--- config.mk ---
export PLATFORM = sky130hd
export DESIGN_NAME = sync_fifo_flags
export DESIGN_NICKNAME = d
export VERILOG_FILES = /design/src/rtl/sync_fifo_flags_pkg.sv /design/src/rtl/fifo_wrap_ctr.sv /design/src/rtl/sync_fifo_flags.sv
export SDC_FILE = /design/constraint.sdc
export NUM_CORES = 1
export LEC_CHECK = 0
export CAP_MARGIN = 20
export CORE_MARGIN = 4
export CORE_UTILIZATION = 63
export DETAILED_ROUTE_END_ITERATION = 12
export GPL_TIMING_DRIVEN = 0
export PLACE_DENSITY_LB_ADDON = 0.15
export SLEW_MARGIN = 20
export SYNTH_ARGS = -nofsm -noshare
export SYNTH_HDL_FRONTEND = slang
export SYNTH_SLANG_ARGS = --single-unit
--- constraint.sdc ---
create_clock -name clk -period 10.5 [get_ports clk]
set_clock_uncertainty 0.15 [all_clocks]
set_input_delay 2.625 -clock clk [delete_from_list [all_inputs] [get_ports clk]]
set_output_delay 2.625 -clock clk [all_outputs]
set_load 0.005 [all_outputs]
--- src/rtl/sync_fifo_flags_pkg.sv ---
// sync_fifo_pkg: read-mode constants and sizing helper shared by the sync_fifo_flags slice
package sync_fifo_pkg;
    localparam int FIFO_STD  = 0;
    localparam int FIFO_FWFT = 1;
    function automatic int cnt_width(input int depth);
        return $clog2(depth + 1);
    endfunction
endpackage

--- src/rtl/fifo_wrap_ctr.sv ---
// fifo_wrap_ctr: modulo-N pointer with increment enable and async active-low clear
module fifo_wrap_ctr #(
    parameter int N = 8,
    parameter int W = $clog2(N)
) (
    input  logic         clk,
    input  logic         reset_n,
    input  logic         inc,
    output logic [W-1:0] value
);
    logic [W-1:0] value_q, value_d;
    always_comb value_d = !inc ? value_q : (value_q == W'(N - 1)) ? '0 : value_q + W'(1);
    always_ff @(posedge clk or negedge reset_n) begin
        if (!reset_n) value_q <= '0;
        else value_q <= value_d;
    end
    assign value = value_q;
endmodule

--- src/rtl/sync_fifo_flags.sv ---
// sync_fifo_flags: single-clock FIFO with occupancy count, threshold flags, optional FWFT and error pulses
module sync_fifo_flags
    import sync_fifo_pkg::*;
#(
    parameter int DATA_WIDTH    = 32,
    parameter int DATA_DEPTH    = 8,
    parameter int AFULL_THRESH  = DATA_DEPTH - 1,
    parameter int AEMPTY_THRESH = 1,
    parameter int FWFT          = FIFO_STD
) (
    input  logic                             clk,
    input  logic                             reset_n,
    input  logic [DATA_WIDTH-1:0]            din,
    input  logic                             write_en,
    input  logic                             read_en,
    output logic [DATA_WIDTH-1:0]            dout,
    output logic                             dout_valid,
    output logic                             empty,
    output logic                             full,
    output logic                             almost_full,
    output logic                             almost_empty,
    output logic [cnt_width(DATA_DEPTH)-1:0] count,
    output logic                             overflow,
    output logic                             underflow
);
    localparam int CW = cnt_width(DATA_DEPTH);
    localparam int PW = $clog2(DATA_DEPTH);
    logic [DATA_WIDTH-1:0] mem_q [DATA_DEPTH];
    logic [PW-1:0]         wr_ptr, rd_ptr;
    logic [CW-1:0]         count_q, count_d;
    logic [DATA_WIDTH-1:0] dout_q, dout_d;
    logic                  dout_valid_q, dout_valid_d;
    logic                  overflow_q, overflow_d, underflow_q, underflow_d;
    logic                  wr_acc, rd_acc;
    assign empty        = count_q == '0;
    assign full         = count_q == CW'(DATA_DEPTH);
    assign almost_full  = count_q >= CW'(AFULL_THRESH);
    assign almost_empty = count_q <= CW'(AEMPTY_THRESH);
    // a write into a full FIFO is still accepted when a read frees the slot on the same edge
    always_comb begin
        rd_acc       = read_en && !empty;
        wr_acc       = write_en && (!full || rd_acc);
        count_d      = count_q + CW'(wr_acc) - CW'(rd_acc);
        dout_d       = (FWFT == FIFO_STD && rd_acc) ? mem_q[rd_ptr] : dout_q;
        dout_valid_d = FWFT == FIFO_STD && rd_acc;
        overflow_d   = write_en && !wr_acc;
        underflow_d  = read_en && !rd_acc;
    end
    always_ff @(posedge clk or negedge reset_n) begin
        if (!reset_n) begin
            count_q      <= '0;
            dout_q       <= '0;
            dout_valid_q <= 1'b0;
            overflow_q   <= 1'b0;
            underflow_q  <= 1'b0;
        end else begin
            count_q      <= count_d;
            dout_q       <= dout_d;
            dout_valid_q <= dout_valid_d;
            overflow_q   <= overflow_d;
            underflow_q  <= underflow_d;
        end
    end
    always_ff @(posedge clk) begin
        if (wr_acc) mem_q[wr_ptr] <= din;
    end
    fifo_wrap_ctr #(.N(DATA_DEPTH)) u_wr_ctr (.clk(clk), .reset_n(reset_n), .inc(wr_acc), .value(wr_ptr));
    fifo_wrap_ctr #(.N(DATA_DEPTH)) u_rd_ctr (.clk(clk), .reset_n(reset_n), .inc(rd_acc), .value(rd_ptr));
    assign dout       = (FWFT == FIFO_FWFT) ? mem_q[rd_ptr] : dout_q;
    assign dout_valid = (FWFT == FIFO_FWFT) ? !empty : dout_valid_q;
    assign count      = count_q;
    assign overflow   = overflow_q;
    assign underflow  = underflow_q;
endmodule

==> out/results.md <==
| Parameter | This run |
| --- | --- |
| Outcome | finished, final reports clean |
| Final weighted congestion of routability-driven global placement | 0.756 |
| Die outline height | 145 µm |
| Ys Warns | 0 |
| Kind of path behind the tightest hold check | reg -> reg |
| Portion of the post-synthesis area used by sequential elements | 0.746 |
| Tightest Pin Transition | 0.812 ns |
| Wire length of the first global-routing pass | 40.5 mm |
| Req. time, crit path | 7.73 ns |
| Synthesis-stage register bit count | 301 |
| Initial cell density of the core | 0.649 |
| Number of maximum-capacitance violations | 0 |
| Post-route cell area | 0.0143 mm² |
| Crit path max-delay family | buffers and inverters |
| Horizontal die dimension | 145 µm |
| Reg clk slew, reported paths | 0.06 ns |
| Number of distinct library cells after synthesis | 37 |
| Hold Buf Count CTS | 0 |
| Remaining design rule violation count | 0 |
| Total via count in the routed design | 6,709 |
| Worst Path Buf+Inv | 4 |
| RSZ-0062 raised after global routing | false |
| Final setup TNS | 0 ns |
| Detailed-router iteration count before antenna repair | 6 |
| Post-CTS setup buffers | 0 |
| Number of synthesized flops with an enable pin | 256 |
| Number of CTS-inserted buffers | 30 |
| Post-Synthesis Net Count | 709 |
| Synthesized instance count | 661 |
| 1st-iter DRT viols | 640 |
| Average routed wire per standard cell | 25.3 µm |
| Critical-path maximum fanout | 10 |
| Delay contributed by the slowest stage of the critical path | 0.62 ns |
| Critical Path Source Type | register |
| Util after Layout | 0.785 |
| Initial antenna violation count | 0 |
| Number of gates resized after cts | 0 |
| Number of pins exceeding their max-slew limit in the final report | 0 |
| Share of the synthesized area in the top cell type | 0.650 |
| Most area-consuming cells after synthesis | sky130_fd_sc_hd__edfxtp_1 65%, sky130_fd_sc_hd__dfrtp_1 9.5%, sky130_fd_sc_hd__mux2_2 6.5% |
| Reported leakage power | 5.15 nW |
| Post-DP HPWL | 17.0 mm |
| # IOs | 79 |
| Achievable Freq | 174 MHz |
| Total number of clock tree sinks | 301 |
| Worst ir drop on vdd | 0.197 mV |
| Top cell type by total area after synthesis | sky130_fd_sc_hd__edfxtp_1 |
| Non-filler instance count after layout | 1,051 |
| Syn-to-layout area delta | 21.0% |
| Cell breakdown of the critical path | inv_1 -> ha_1 -> nor3b_1 -> buf_2 -> clkbuf_1 -> clkdlybuf4s50_1 |
| Share of layout cells above drive strength 1 | 0.212 |
| Vias in the first global route | 6,940 |
| Count of standard-cell rows | 49 |
| Max transition margin | 0.454 |
| Post-DP Area | 0.0132 mm² |
| Vias per inst | 6.38 |
| Deepest clock path buffer count | 3 |
| Total global-route track usage | 0.250 |
| Net total in the final layout | 846 |
| Total count of hold-check failures in the final report | 0 |
| Antenna Violating Nets Remaining | 0 |
| Final worst hold slack | 0.370 ns |
| Power density over the cells | 285 mW/mm² |
| Post-placement cell count | 995 |
| Setup Viol. Count Final | 0 |
| Clock latency at the later pin of the worst-skew pair | 0.54 ns |
| Post-layout min period | 5.76 ns |
| Core Box Area | 0.0182 mm² |
| Most used flip-flop cell after synthesis | sky130_fd_sc_hd__edfxtp_1 |
| Synth async-reset ratio | 0.150 |
| Synthesized area per cell | 17.9 µm² |
| CTS H-Tree Depth | 1 |
| Period Utilization, post-route | 0.549 |
| Global route overflow | 0 |
| Antenna diode count | 0 |
| Slowest stage cell, crit path | sky130_fd_sc_hd__clkdlybuf4s50_1 |
| Worst Path Class, Setup | reg -> out |
| Die footprint | 0.0210 mm² |
| Largest net degree at the start of global routing | 46 |
| Wire length reported by the detailed router | 26.5 mm |
| Master cell of the clock root buffer | sky130_fd_sc_hd__clkbuf_16 |
| CTS tree | yes |
| Element type at the critical path end | output pin |
| Arrival time of data at the critical path endpoint | 2.99 ns |
| I/O Buffers | 78 |
| Combined area of all synthesized cells | 0.0118 mm² |
-- registers in the layout (all words and copies together), names as in the netlist --
signal,count
u_wr_ctr.value,3
dout,32
underflow,1
dout_valid,1
count,4
overflow,1
mem_q,256
u_rd_ctr.value,3
-- worst register-to-register path, stage by stage, from the launching register on --
cell                       delay [ns]
sky130_fd_sc_hd__dfrtp_1         0.38
sky130_fd_sc_hd__inv_1           0.10
sky130_fd_sc_hd__ha_1            0.26
sky130_fd_sc_hd__nor2b_1         0.30
sky130_fd_sc_hd__o211ai_1        0.35
sky130_fd_sc_hd__nor3_2          0.66
sky130_fd_sc_hd__buf_4           0.33
sky130_fd_sc_hd__buf_6           0.19
-- final cells by class --
type | instances | area [µm²]
buffer | 39 | 264
clock buffer | 42 | 847
clock inverter | 14 | 223
fill | 1003 | 3910
inverter | 8 | 30.0
multi-input combinational | 313 | 2760
sequential | 301 | 8810
tap | 229 | 287
timing repair buffer | 105 | 1070
-- Yosys cell counts, types with 2 or more instances --
| cell type | instances |
|---|---|
| sky130_fd_sc_hd__buf_4 | 4 |
| sky130_fd_sc_hd__o31ai_1 | 29 |
| sky130_fd_sc_hd__nand2_1 | 4 |
| sky130_fd_sc_hd__edfxtp_1 | 256 |
| sky130_fd_sc_hd__inv_1 | 8 |
| sky130_fd_sc_hd__a21oi_1 | 3 |
| sky130_fd_sc_hd__buf_8 | 2 |
| sky130_fd_sc_hd__ha_1 | 11 |
| sky130_fd_sc_hd__clkbuf_1 | 20 |
| sky130_fd_sc_hd__a22o_1 | 32 |
| sky130_fd_sc_hd__o21ai_0 | 34 |
| sky130_fd_sc_hd__dfrtp_1 | 45 |
| sky130_fd_sc_hd__buf_12 | 3 |
| sky130_fd_sc_hd__o31ai_2 | 3 |
| sky130_fd_sc_hd__o211ai_1 | 2 |
| sky130_fd_sc_hd__nor2b_1 | 3 |
| sky130_fd_sc_hd__buf_6 | 3 |
| sky130_fd_sc_hd__mux2i_1 | 64 |
| sky130_fd_sc_hd__nand2b_1 | 5 |
| sky130_fd_sc_hd__mux2_2 | 68 |
| sky130_fd_sc_hd__buf_2 | 7 |
| sky130_fd_sc_hd__nor3_1 | 4 |
| sky130_fd_sc_hd__nor2_1 | 5 |
| sky130_fd_sc_hd__o22ai_1 | 32 |
| sky130_fd_sc_hd__xor2_1 | 2 |
-- final timing paths --
path,from,end,slack [ns],cells after the start
min,dout[16],dout[16],0.37,2
min reg2reg,dout[16],dout[16],0.37,2
max,count[2],empty,4.74,6
min in group asynchronous,reset_n,dout[8],1.98,1
max in group asynchronous,reset_n,dout[15],7.72,1
max reg2reg,count[2],mem_q[1][15],7.48,7
-- cells in the final DEF (no fill, tap or decap), types with 3 or more instances in the layout --
master	netlist	layout
sky130_fd_sc_hd__clkinv_1	0	3
sky130_fd_sc_hd__clkinv_2	0	4
sky130_fd_sc_hd__inv_1	8	8
sky130_fd_sc_hd__nand2_1	4	4
sky130_fd_sc_hd__a21oi_1	3	3
sky130_fd_sc_hd__dfrtp_1	45	45
sky130_fd_sc_hd__clkbuf_16	0	31
sky130_fd_sc_hd__o22ai_1	32	32
sky130_fd_sc_hd__o21ai_0	34	34
sky130_fd_sc_hd__mux2i_1	64	64
sky130_fd_sc_hd__buf_2	7	11
sky130_fd_sc_hd__nor3_2	0	4
sky130_fd_sc_hd__clkdlybuf4s50_1	0	77
sky130_fd_sc_hd__o31ai_2	3	3
sky130_fd_sc_hd__buf_12	3	3
sky130_fd_sc_hd__clkbuf_8	0	3
sky130_fd_sc_hd__nor2_4	0	3
sky130_fd_sc_hd__nand2b_1	5	5
sky130_fd_sc_hd__edfxtp_1	256	256
sky130_fd_sc_hd__buf_16	0	4
sky130_fd_sc_hd__mux2_2	68	68
sky130_fd_sc_hd__o31ai_1	29	29
sky130_fd_sc_hd__clkbuf_1	20	28
sky130_fd_sc_hd__bufinv_16	0	6
sky130_fd_sc_hd__nor2b_1	3	3
sky130_fd_sc_hd__ha_1	11	11
sky130_fd_sc_hd__a22o_1	32	32
sky130_fd_sc_hd__buf_4	4	18
sky130_fd_sc_hd__buf_6	3	9
-- through the flow --
step	power, mW	setup slack (ns)
floorplan	2.41	3.77
finish	4.07	4.74
CTS	4.09	4.73
global placement	2.86	0.383
detailed placement	2.95	5.02
global route	4.25	4.53
-- where the power goes --
| group | switching, mW | total (mW) | internal, mW |
|---|---|---|---|
| sequential | 0.102 | 1.64 | 1.54 |
| clock | 0.426 | 1.13 | 0.709 |
| combinational | 0.683 | 1.30 | 0.614 |
| total | 1.21 | 4.07 | 2.86 |
-- cell families after synthesis --
logic type      count (synthesis)  share of synthesized area
compound gates                139                     0.0828
xor+xnor                        2                    0.00148
fa+ha+maj                      12                     0.0133
buf+inv                        47                     0.0249
flops                         301                      0.746
mux                           132                      0.119
simple gates                   28                     0.0129
-- metal layers --
layer  vias to the layer above  global-route usage  share of wire
met5                         -                   0              0
met4                         0              0.0651          0.021
met3                        52              0.0508          0.075
met2                       306               0.429           0.51
met1                      3429               0.332           0.39
li1                       2922                   -              -
Power figures use the tool's default switching activity.
